**src/rtl/riscv_ins_encoder.sv**
```systemverilog
// RV32I instruction encoder: field bundles in, encoded words written to imem.
// Ports: clk, rst_n, start, in_valid/in_ready/in_last, fmt, func3, func7b5,
//   rd, rs1, rs2, imm -> mem_we, mem_addr, mem_wdata, count, err_code, done.
// Optional macro HALT_APPEND_EN appends beq x0,x0,0 after the final word.
module riscv_ins_encoder #(
  parameter int ADDR_W = 6,
  parameter int DEPTH  = 64
) (
  input  logic              clk,
  input  logic              rst_n,
  input  logic              start,
  input  logic              in_valid,
  output logic              in_ready,
  input  logic              in_last,
  input  logic [1:0]        fmt,
  input  logic [2:0]        func3,
  input  logic              func7b5,
  input  logic [4:0]        rd,
  input  logic [4:0]        rs1,
  input  logic [4:0]        rs2,
  input  logic [12:0]       imm,
  output logic              mem_we,
  output logic [ADDR_W-1:0] mem_addr,
  output logic [31:0]       mem_wdata,
  output logic [ADDR_W:0]   count,
  output logic [1:0]        err_code,
  output logic              done
);

  typedef enum logic [1:0] {
    S_IDLE,
    S_RUN,
    S_DONE
  } state_t;

  localparam logic [ADDR_W:0] DMAX = (ADDR_W+1)'(DEPTH);
  localparam logic [31:0] HALT = 32'h0000_0063;

  state_t            state, state_n;
  logic [ADDR_W-1:0] idx;
  // fin: in_last bundle taken, only its write (and halt) remain
  logic              fin;
  logic              full;
  logic              acc;
  logic              ovf;
  logic [31:0]       word;
  logic [1:0]        bad;
`ifdef HALT_APPEND_EN
  logic              hdone;
`endif

  assign full = (count == DMAX);
  assign acc  = in_valid && in_ready;
  assign done = (state == S_DONE);

  always_comb begin
    word = 32'h0;
    bad  = 2'b00;
    unique case (fmt)
      2'b00: begin
        word = {imm[11:0], rs1, func3, rd, 7'b0000011};
        bad  = (imm[12] != imm[11]) ? 2'b01 : 2'b00;
      end
      2'b01: begin
        word = {imm[11:5], rs2, rs1, func3,
                imm[4:0], 7'b0100011};
        bad  = (imm[12] != imm[11]) ? 2'b01 : 2'b00;
      end
      2'b10: begin
        word = {1'b0, func7b5, 5'b0, rs2, rs1,
                func3, rd, 7'b0110011};
      end
      2'b11: begin
        word = {imm[12], imm[10:5], rs2, rs1, func3,
                imm[4:1], imm[11], 7'b1100011};
        bad  = imm[0] ? 2'b10 : 2'b00;
      end
    endcase
  end

  always_comb begin
    state_n  = state;
    in_ready = 1'b0;
    ovf      = 1'b0;
    case (state)
      S_IDLE: begin
        if (start) state_n = S_RUN;
      end
      S_RUN: begin
        in_ready = !fin && !full;
        if (fin) begin
`ifdef HALT_APPEND_EN
          if (hdone || full) state_n = S_DONE;
`else
          state_n = S_DONE;
`endif
        end else if (in_valid && full) begin
          ovf     = 1'b1;
          state_n = S_DONE;
        end
      end
      S_DONE: begin
        state_n = S_IDLE;
      end
      default: state_n = S_IDLE;
    endcase
  end

  always_ff @(posedge clk or negedge rst_n) begin
    if (!rst_n) begin
      state     <= S_IDLE;
      idx       <= '0;
      fin       <= 1'b0;
      mem_we    <= 1'b0;
      mem_addr  <= '0;
      mem_wdata <= 32'h0;
      count     <= '0;
      err_code  <= 2'b00;
`ifdef HALT_APPEND_EN
      hdone     <= 1'b0;
`endif
    end else begin
      state  <= state_n;
      mem_we <= 1'b0;
      if (state == S_IDLE && start) begin
        idx      <= '0;
        count    <= '0;
        err_code <= 2'b00;
        fin      <= 1'b0;
`ifdef HALT_APPEND_EN
        hdone    <= 1'b0;
`endif
      end else if (state == S_RUN) begin
        if (acc) begin
          fin <= in_last;
          if (bad == 2'b00) begin
            mem_we    <= 1'b1;
            mem_addr  <= idx;
            mem_wdata <= word;
            idx       <= idx + 1'b1;
            count     <= count + 1'b1;
          end else if (err_code == 2'b00) begin
            err_code <= bad;
          end
        end else if (ovf) begin
          if (err_code == 2'b00) err_code <= 2'b11;
        end
`ifdef HALT_APPEND_EN
        else if (fin && !hdone) begin
          hdone <= 1'b1;
          if (!full) begin
            mem_we    <= 1'b1;
            mem_addr  <= idx;
            mem_wdata <= HALT;
            idx       <= idx + 1'b1;
            count     <= count + 1'b1;
          end else if (err_code == 2'b00) begin
            err_code <= 2'b11;
          end
        end
`endif
      end
    end
  end

endmodule
```
**config.mk**
```make
export PLATFORM = sky130hd
export DESIGN_NAME = riscv_ins_encoder
export DESIGN_NICKNAME = d
export VERILOG_FILES = /design/src/rtl/riscv_ins_encoder.sv
export SDC_FILE = /design/constraint.sdc
export NUM_CORES = 1
export LEC_CHECK = 0
export ABC_AREA = 1
export CAP_MARGIN = 20
export CORE_MARGIN = 1.5
export CORE_UTILIZATION = 41
export DETAILED_ROUTE_END_ITERATION = 8
export PLACE_DENSITY = 0.76
export SLEW_MARGIN = 20
export SYNTH_ARGS = -nofsm -noshare
export SYNTH_HDL_FRONTEND = slang
export SYNTH_SLANG_ARGS = --single-unit
```
**constraint.sdc**
```tcl
create_clock -name clk -period 1.5 [get_ports clk]
set_clock_uncertainty 0.15 [all_clocks]
set_input_delay 0.225 -clock clk [delete_from_list [all_inputs] [get_ports clk]]
set_output_delay 0.225 -clock clk [all_outputs]
set_load 0.1 [all_outputs]
```
==> results of run 1 <==
layout make-up:
class	count	area [um2]	share of cell area [%]
sequential	54	1370	30.5
timing repair buffer	127	1760	39.4
inverter	21	90.1	2.01
clock inverter	2	13.8	0.308
tap	75	93.8	2.10
multi-input combinational	227	1070	24.0
clock buffer	6	72.6	1.62
kinds of logic after synthesis:
family                   count (synthesis)  synth area share [%]
AO/OA/AOI/OAI                           11                  2.48
adder cells (fa/ha/maj)                  3                  1.46
XOR/XNOR                                 6                  2.04
buffers and inverters                   35                  7.68
multiplexers                             4                  1.75
other                                    1                 0.146
flip-flops                              54                  52.5
AND/OR/NAND/NOR                        201                  31.9
critical path, delay by kind of cell, from the launching register on:
kind                     cells  cell delay (ns)
buffers and inverters        4             0.40
flip-flops                   1             0.50
AND/OR/NAND/NOR              3             0.26
adder cells (fa/ha/maj)      1             0.12
per-layer routing:
metal  vias to the layer above  track usage (%)  wire [um]
li1                       1201                -          -
met1                      1153             26.7       2830
met2                        96             37.2       3390
met3                         8             5.93        627
met4                         0             4.92         52
met5                         -                0          0
sequential cells by signal (all words and copies together), names as in the netlist:
signal     count
mem_addr       6
err_code       2
state          2
mem_wdata     29
mem_we         1
count          7
idx            6
fin            1
cell usage after synthesis, types with 2 or more instances:
| master | count |
|---|---|
| ha_1 | 3 |
| inv_2 | 3 |
| nand3b_1 | 2 |
| nand3_1 | 13 |
| xor2_1 | 4 |
| nand4_1 | 2 |
| nand2_1 | 163 |
| xnor2_1 | 2 |
| buf_2 | 2 |
| o21ai_0 | 7 |
| inv_1 | 18 |
| buf_6 | 5 |
| nand3_2 | 2 |
| buf_4 | 7 |
| nor2_4 | 3 |
| mux2_2 | 4 |
| nor2_1 | 14 |
| dfrtp_1 | 54 |
timing repair:
| item | CTS | global route |
|---|---|---|
| hold buffers | 1 | 0 |
| gates resized for setup | 14 | 8 |
| pin swaps | 5 | 1 |
| buffers inserted | 6 | 3 |
| hold endpoints to repair | 54 | 0 |
| endpoints found under the setup margin | 56 | 58 |
| cloned | 1 | 0 |
metrics by stage:
step | cells | instance area (um2)
5_1_grt | 512 | 4480
4_1_cts | 509 | 4430
6_report | 512 | 4480
3_3_place_gp | 494 | 4190
2_1_floorplan | 316 | 2610
3_5_place_dp | 494 | 4190
cells in the final DEF (no fill, tap or decap), types with 3 or more instances in the layout:
cell type and instances:
inv_4 3, dfrtp_1 46, clkbuf_8 5, nand2_1 162, dfrtp_2 6, clkdlybuf4s50_1 37, buf_6 6, nor2_1 12
nand3_1 12, o21ai_0 3, xor2_1 4, buf_4 27, mux2_2 4, nor2_4 5, o21ai_1 3, buf_12 53
inv_1 15
how the worst min path moves through the flow:
stage / end
global placement: mem_wdata[18]$_DFFE_PN0P_
CTS: mem_wdata[18]$_DFFE_PN0P_
global route: mem_wdata[15]$_DFFE_PN0P_
floorplan: count[2]$_DFFE_PN0P_
finish: mem_wdata[19]$_DFFE_PN0P_
detailed placement: mem_wdata[18]$_DFFE_PN0P_
power by group:
part	internal [uW]	switching [uW]
clock	331	463
sequential	1980	567
combinational	2700	4670
total	5010	5700
==> impl_metrics.py, run 1 <==
metrics = {
    "place": {
        "gp_congestion": 0.832,
        "portBuffers": 86,
        "dp_hpwl_um": 5100,
        "dpl_worst_slack_ns": -0.444,
    },
    "setup_path": {
        "worst_r2r_path_depth": 13,
        "arrival_ns": 1.59,
        "required_ns": 1.12,
        "worst_setup_path_end_kind": "output pin",
        "cpMaxStageDelayCell": "dfrtp_4",
        "critical_path.max_stage_delay_ns": 0.50,
        "startpoint": "count[1]$_DFFE_PN0P_",
        "worstSetupStartpointType": "flop",
        "regToRegEndpoint": "mem_addr[1]$_DFFE_PN0P_",
        "crit_path_end": "in_ready",
        "path_max_fanout": 3,
        "rrSetupSlack_ns": -0.46,
        "path_cells": "inv_4 > ha_4 > nand2_1 > inv_1 > nand3_2 > nand2_2 > clkinvlp_4 > buf_12",
        "r2r-start": "count[1]$_DFFE_PN0P_",
        "crit_type": "flop to output pin",
    },
    "logic_synthesis": {
        "async_flop_share_pct": 100,
        "synthCells": 315,
        "syn_area_um2": 2570,
        "syn_avg_cell_area_um2": 8.17,
        "dominantRegCellSynth": "dfrtp_1",
        "synth_edf_count": 0,
        "synth_top_cell_by_area": "dfrtp_1",
        "ys_types": 25,
        "synth_warnings": 0,
        "yosysTopAreaCellShare_pct": 52.5,
        "yosys-top-cells-area": "dfrtp_1 (53%), nand2_1 (24%), inv_1 (2.6%), nand3_1 (2.5%), buf_6 (2.2%)",
        "ys_seq_area_share_pct": 52.5,
        "synth_seq_cells": 54,
    },
    "finish": {
        "diodes": 0,
        "final_nets": 478,
        "area_growth_pct": 73.9,
        "drive_gt1_share_pct": 29.1,
        "final_util_pct": 74.7,
        "fillers": 417,
    },
    "floorplanning": {
        "io_pins": 89,
        "die_w_um": 82.2,
        "fp.coreArea_um2": 5990,
        "dieArea_um2": 6760,
        "initial_core_util_pct": 43.0,
        "rows": 28,
        "die_y_um": 82.2,
    },
    "power": {
        "leakage_uw": 0.00226,
        "power_density_nw_per_um2": 2390,
        "power.total_uw": 10700,
        "ir_worst_vdd_mv": 1.88,
    },
    "route": {
        "dr.pass1.iters": 5,
        "drtIter0Drc": 61,
        "postRouteWirelength_um": 6900,
        "postRouteAntennaNets": 0,
        "num_vias": 2458,
        "via_per_inst": 4.80,
        "drc": 0,
        "wl_per_cell_um": 13.5,
    },
    "global_route": {
        "grt_pass1_wl_um": 11100,
        "grt_usage_pct": 21.5,
        "antenna_found_initial": 0,
        "grt_pass1_vias": 2406,
        "grt_max_degree": 55,
        "grt.overflow.total": 0,
    },
    "run": {
        "cap_violations": 0,
    },
    "sta": {
        "timing.final.ws_setup_ns": -0.468,
        "rsz0062_at_grt": "yes",
        "fin_hold_ws_ns": 0.281,
        "hold_viol": 0,
        "timing.final.crit_share_pct": 131,
        "setup_tns_ns": -20.04,
        "setup_viol": 57,
        "fmax_ghz": 0.508,
        "fin_crit_ns": 1.97,
        "finalMaxSlewViolations": 0,
    },
    "status": {
        "outcome": "finished, violations left",
        "violations": "negative setup slack",
    },
    "hold_path": {
        "min_path_type": "input port to async pin",
    },
    "clock_tree": {
        "clkTransAtPathRegs_ns": 0.09,
        "cts.sinks": 54,
        "tritoncts": "built",
        "htreeDepth": 2,
        "clk_path_buf_depth": 2,
        "clk_latency_ns": 0.30,
        "root_buffer": "clkbuf_8",
        "cts_buffers": 5,
    },
}
Power figures use the tool's default switching activity.
==> run 2: changes to the inputs <==
==> constraint.sdc (replaced) <==
create_clock -name clk -period 1.8 [get_ports clk]
set_clock_uncertainty 0.15 [all_clocks]
set_input_delay 0.27 -clock clk [delete_from_list [all_inputs] [get_ports clk]]
set_output_delay 0.27 -clock clk [all_outputs]
set_load 0.1 [all_outputs]
==> impl_metrics.py, run 2 (synthesis results as in run 1) <==
metrics = {
    "setup_path": {
        "critical_path.max_stage_delay_ns": 0.51,
        "cpMaxStageDelayCell": "dfrtp_4",
        "regToRegEndpoint": "count[3]$_DFFE_PN0P_",
        "worst_r2r_path_depth": 13,
        "arrival_ns": 1.60,
        "worst_setup_path_end_kind": "output pin",
        "path_max_fanout": 2,
        "crit_type": "flop to output pin",
        "worstSetupStartpointType": "flop",
        "r2r-start": "count[0]$_DFFE_PN0P_",
        "required_ns": 1.38,
        "path_cells": "inv_4 > ha_4 > nand2_2 > inv_2 > nand3_4 > nand2_4 > clkinvlp_4 > buf_12",
        "rrSetupSlack_ns": -0.20,
        "crit_buf_inv": 4,
        "cp_top_family": "flip-flops",
    },
    "sta": {
        "fin_crit_ns": 2.02,
        "fmax_ghz": 0.496,
        "timing.final.crit_share_pct": 112,
        "hold_viol": 0,
        "finalMaxSlewViolations": 0,
        "rsz0062_at_grt": "yes",
        "setup_tns_ns": -5.33,
        "timing.final.ws_setup_ns": -0.217,
        "setup_viol": 51,
        "fin_hold_ws_ns": 0.254,
    },
    "clock_tree": {
        "cts.sinks": 54,
        "clkTransAtPathRegs_ns": 0.10,
        "clk_path_buf_depth": 2,
        "root_buffer": "clkbuf_8",
        "clk_latency_ns": 0.31,
        "cts_buffers": 5,
        "htreeDepth": 2,
        "tritoncts": "built",
    },
    "global_route": {
        "use_met3_pct": 5.82,
        "grt.busiest_layer": "met2",
        "grt_max_degree": 32,
        "grt_pass1_wl_um": 10900,
        "grt_usage_pct": 21.3,
        "globalRouteMet1Util_pct": 25.9,
        "use_met2_pct": 35.5,
        "grt_pass1_vias": 2373,
        "antenna_found_initial": 0,
        "grt.overflow.total": 0,
    },
    "route": {
        "postRouteWirelength_um": 7950,
        "drtIter0Drc": 81,
        "dr.pass1.iters": 4,
        "num_vias": 2509,
        "via_per_inst": 4.91,
        "drc": 0,
        "wl_per_cell_um": 15.6,
        "postRouteAntennaNets": 0,
    },
    "finish": {
        "fillers": 355,
        "fin_area_um2": 4790,
        "largest_reg_flops": 29,
        "drive_gt1_share_pct": 43.1,
        "diodes": 0,
        "multi_input_area_um2": 1300,
        "regArea_um2": 1370,
        "final_nets": 477,
        "area_growth_pct": 86.2,
        "max_flop_register": "mem_wdata",
        "layout_commonest_cell": "nand2_1",
        "final_cell_mix": "nand2_1 (105), buf_12 (56), dfrtp_1 (47)",
        "reg_top3": "mem_wdata x29, count x7",
    },
    "place": {
        "post_dp_cell_area_um2": 4180,
        "gp_congestion": 0.844,
        "dpl_worst_slack_ns": -0.157,
        "dp_hpwl_um": 4930,
        "portBuffers": 86,
    },
    "hold_path": {
        "min_path_type": "input port to async pin",
    },
    "floorplanning": {
        "io_pins": 89,
        "die_w_um": 82.2,
        "fp.coreArea_um2": 5990,
        "dieArea_um2": 6760,
        "rows": 28,
        "die_y_um": 82.2,
        "initial_core_util_pct": 43.0,
    },
    "status": {
        "violations": "negative setup slack",
        "outcome": "finished, violations left",
    },
    "power": {
        "ir_worst_vdd_mv": 1.99,
        "leakage_uw": 0.00235,
        "power_density_nw_per_um2": 1960,
    },
    "run": {
        "cap_violations": 0,
    },
}
run 2: worst register-to-register path: cells and delay by family, from the launching register on:
kind | cells | cell delay [ns]
adders and majority gates | 1 | 0.13
DFF | 1 | 0.51
and+or+nand+nor | 7 | 0.57
buffers and inverters | 5 | 0.59
run 2: worst max-delay path by stage:
stage,startpoint,end,slack [ns],cells past startpoint
finish,count[0]$_DFFE_PN0P_,in_ready,-0.22,8
global route,count[0]$_DFFE_PN0P_,count[6]$_DFFE_PN0P_,-0.29,13
CTS,count[0]$_DFFE_PN0P_,in_ready,-0.23,8
detailed placement,fmt[1],mem_wdata[28]$_DFFE_PN0P_,-0.16,9
global placement,fmt[1],idx[3]$_DFFE_PN0P_,-0.11,9
floorplan,count[0]$_DFFE_PN0P_,fin$_DFFE_PN0P_,-0.29,9
run 2: final cells by class:
cell class	instances	area share [%]
clock buffer	6	1.72
clock inverter	2	0.261
inverter	21	1.83
multi-input combinational	227	27.1
sequential	54	28.5
tap	75	1.96
timing repair buffer	126	38.6
run 2: metal layers:
layer	wire [um]	up-vias
li1	-	1204
met1	3110	1190
met2	4080	100
met3	572	15
met4	191	0
met5	0	-
run 2: what timing repair did:
action | 4_1_cts | 5_1_grt
endpoints found under the setup margin | 51 | 54
gates resized for setup | 26 | 79
pin swaps | 2 | 25
gates cloned | 2 | 5
buffers inserted | 7 | 2
endpoints found under the hold margin | 14 | 0
hold buffers | 1 | 0
run 2: power breakdown:
group	internal (uW)	leakage, uW	switching (uW)	total, uW
combinational	2410	0.00162	4100	6520
clock	310	0.0000472	405	715
sequential	1650	0.000687	519	2170
total	4370	0.00235	5030	9400
run 2: metrics by stage:
stage	utilization (%)	power, uW	std cells
global route	80.0	9730	511
CTS	74.6	8910	506
floorplan	-	5610	316
finish	80.0	9400	511
detailed placement	69.8	7990	488
global placement	69.8	7890	488
==> run 3: changes to the inputs <==
--- a/config.mk
+++ b/config.mk
@@ -9,6 +9,7 @@
 export CAP_MARGIN = 20
 export CORE_MARGIN = 1.5
 export CORE_UTILIZATION = 41
+export CTS_CLUSTER_DIAMETER = 120
 export DETAILED_ROUTE_END_ITERATION = 8
 export PLACE_DENSITY = 0.76
 export SLEW_MARGIN = 20
==> results of run 3 <==
The final DEF is identical to that of run 2; final timing and power are the same.
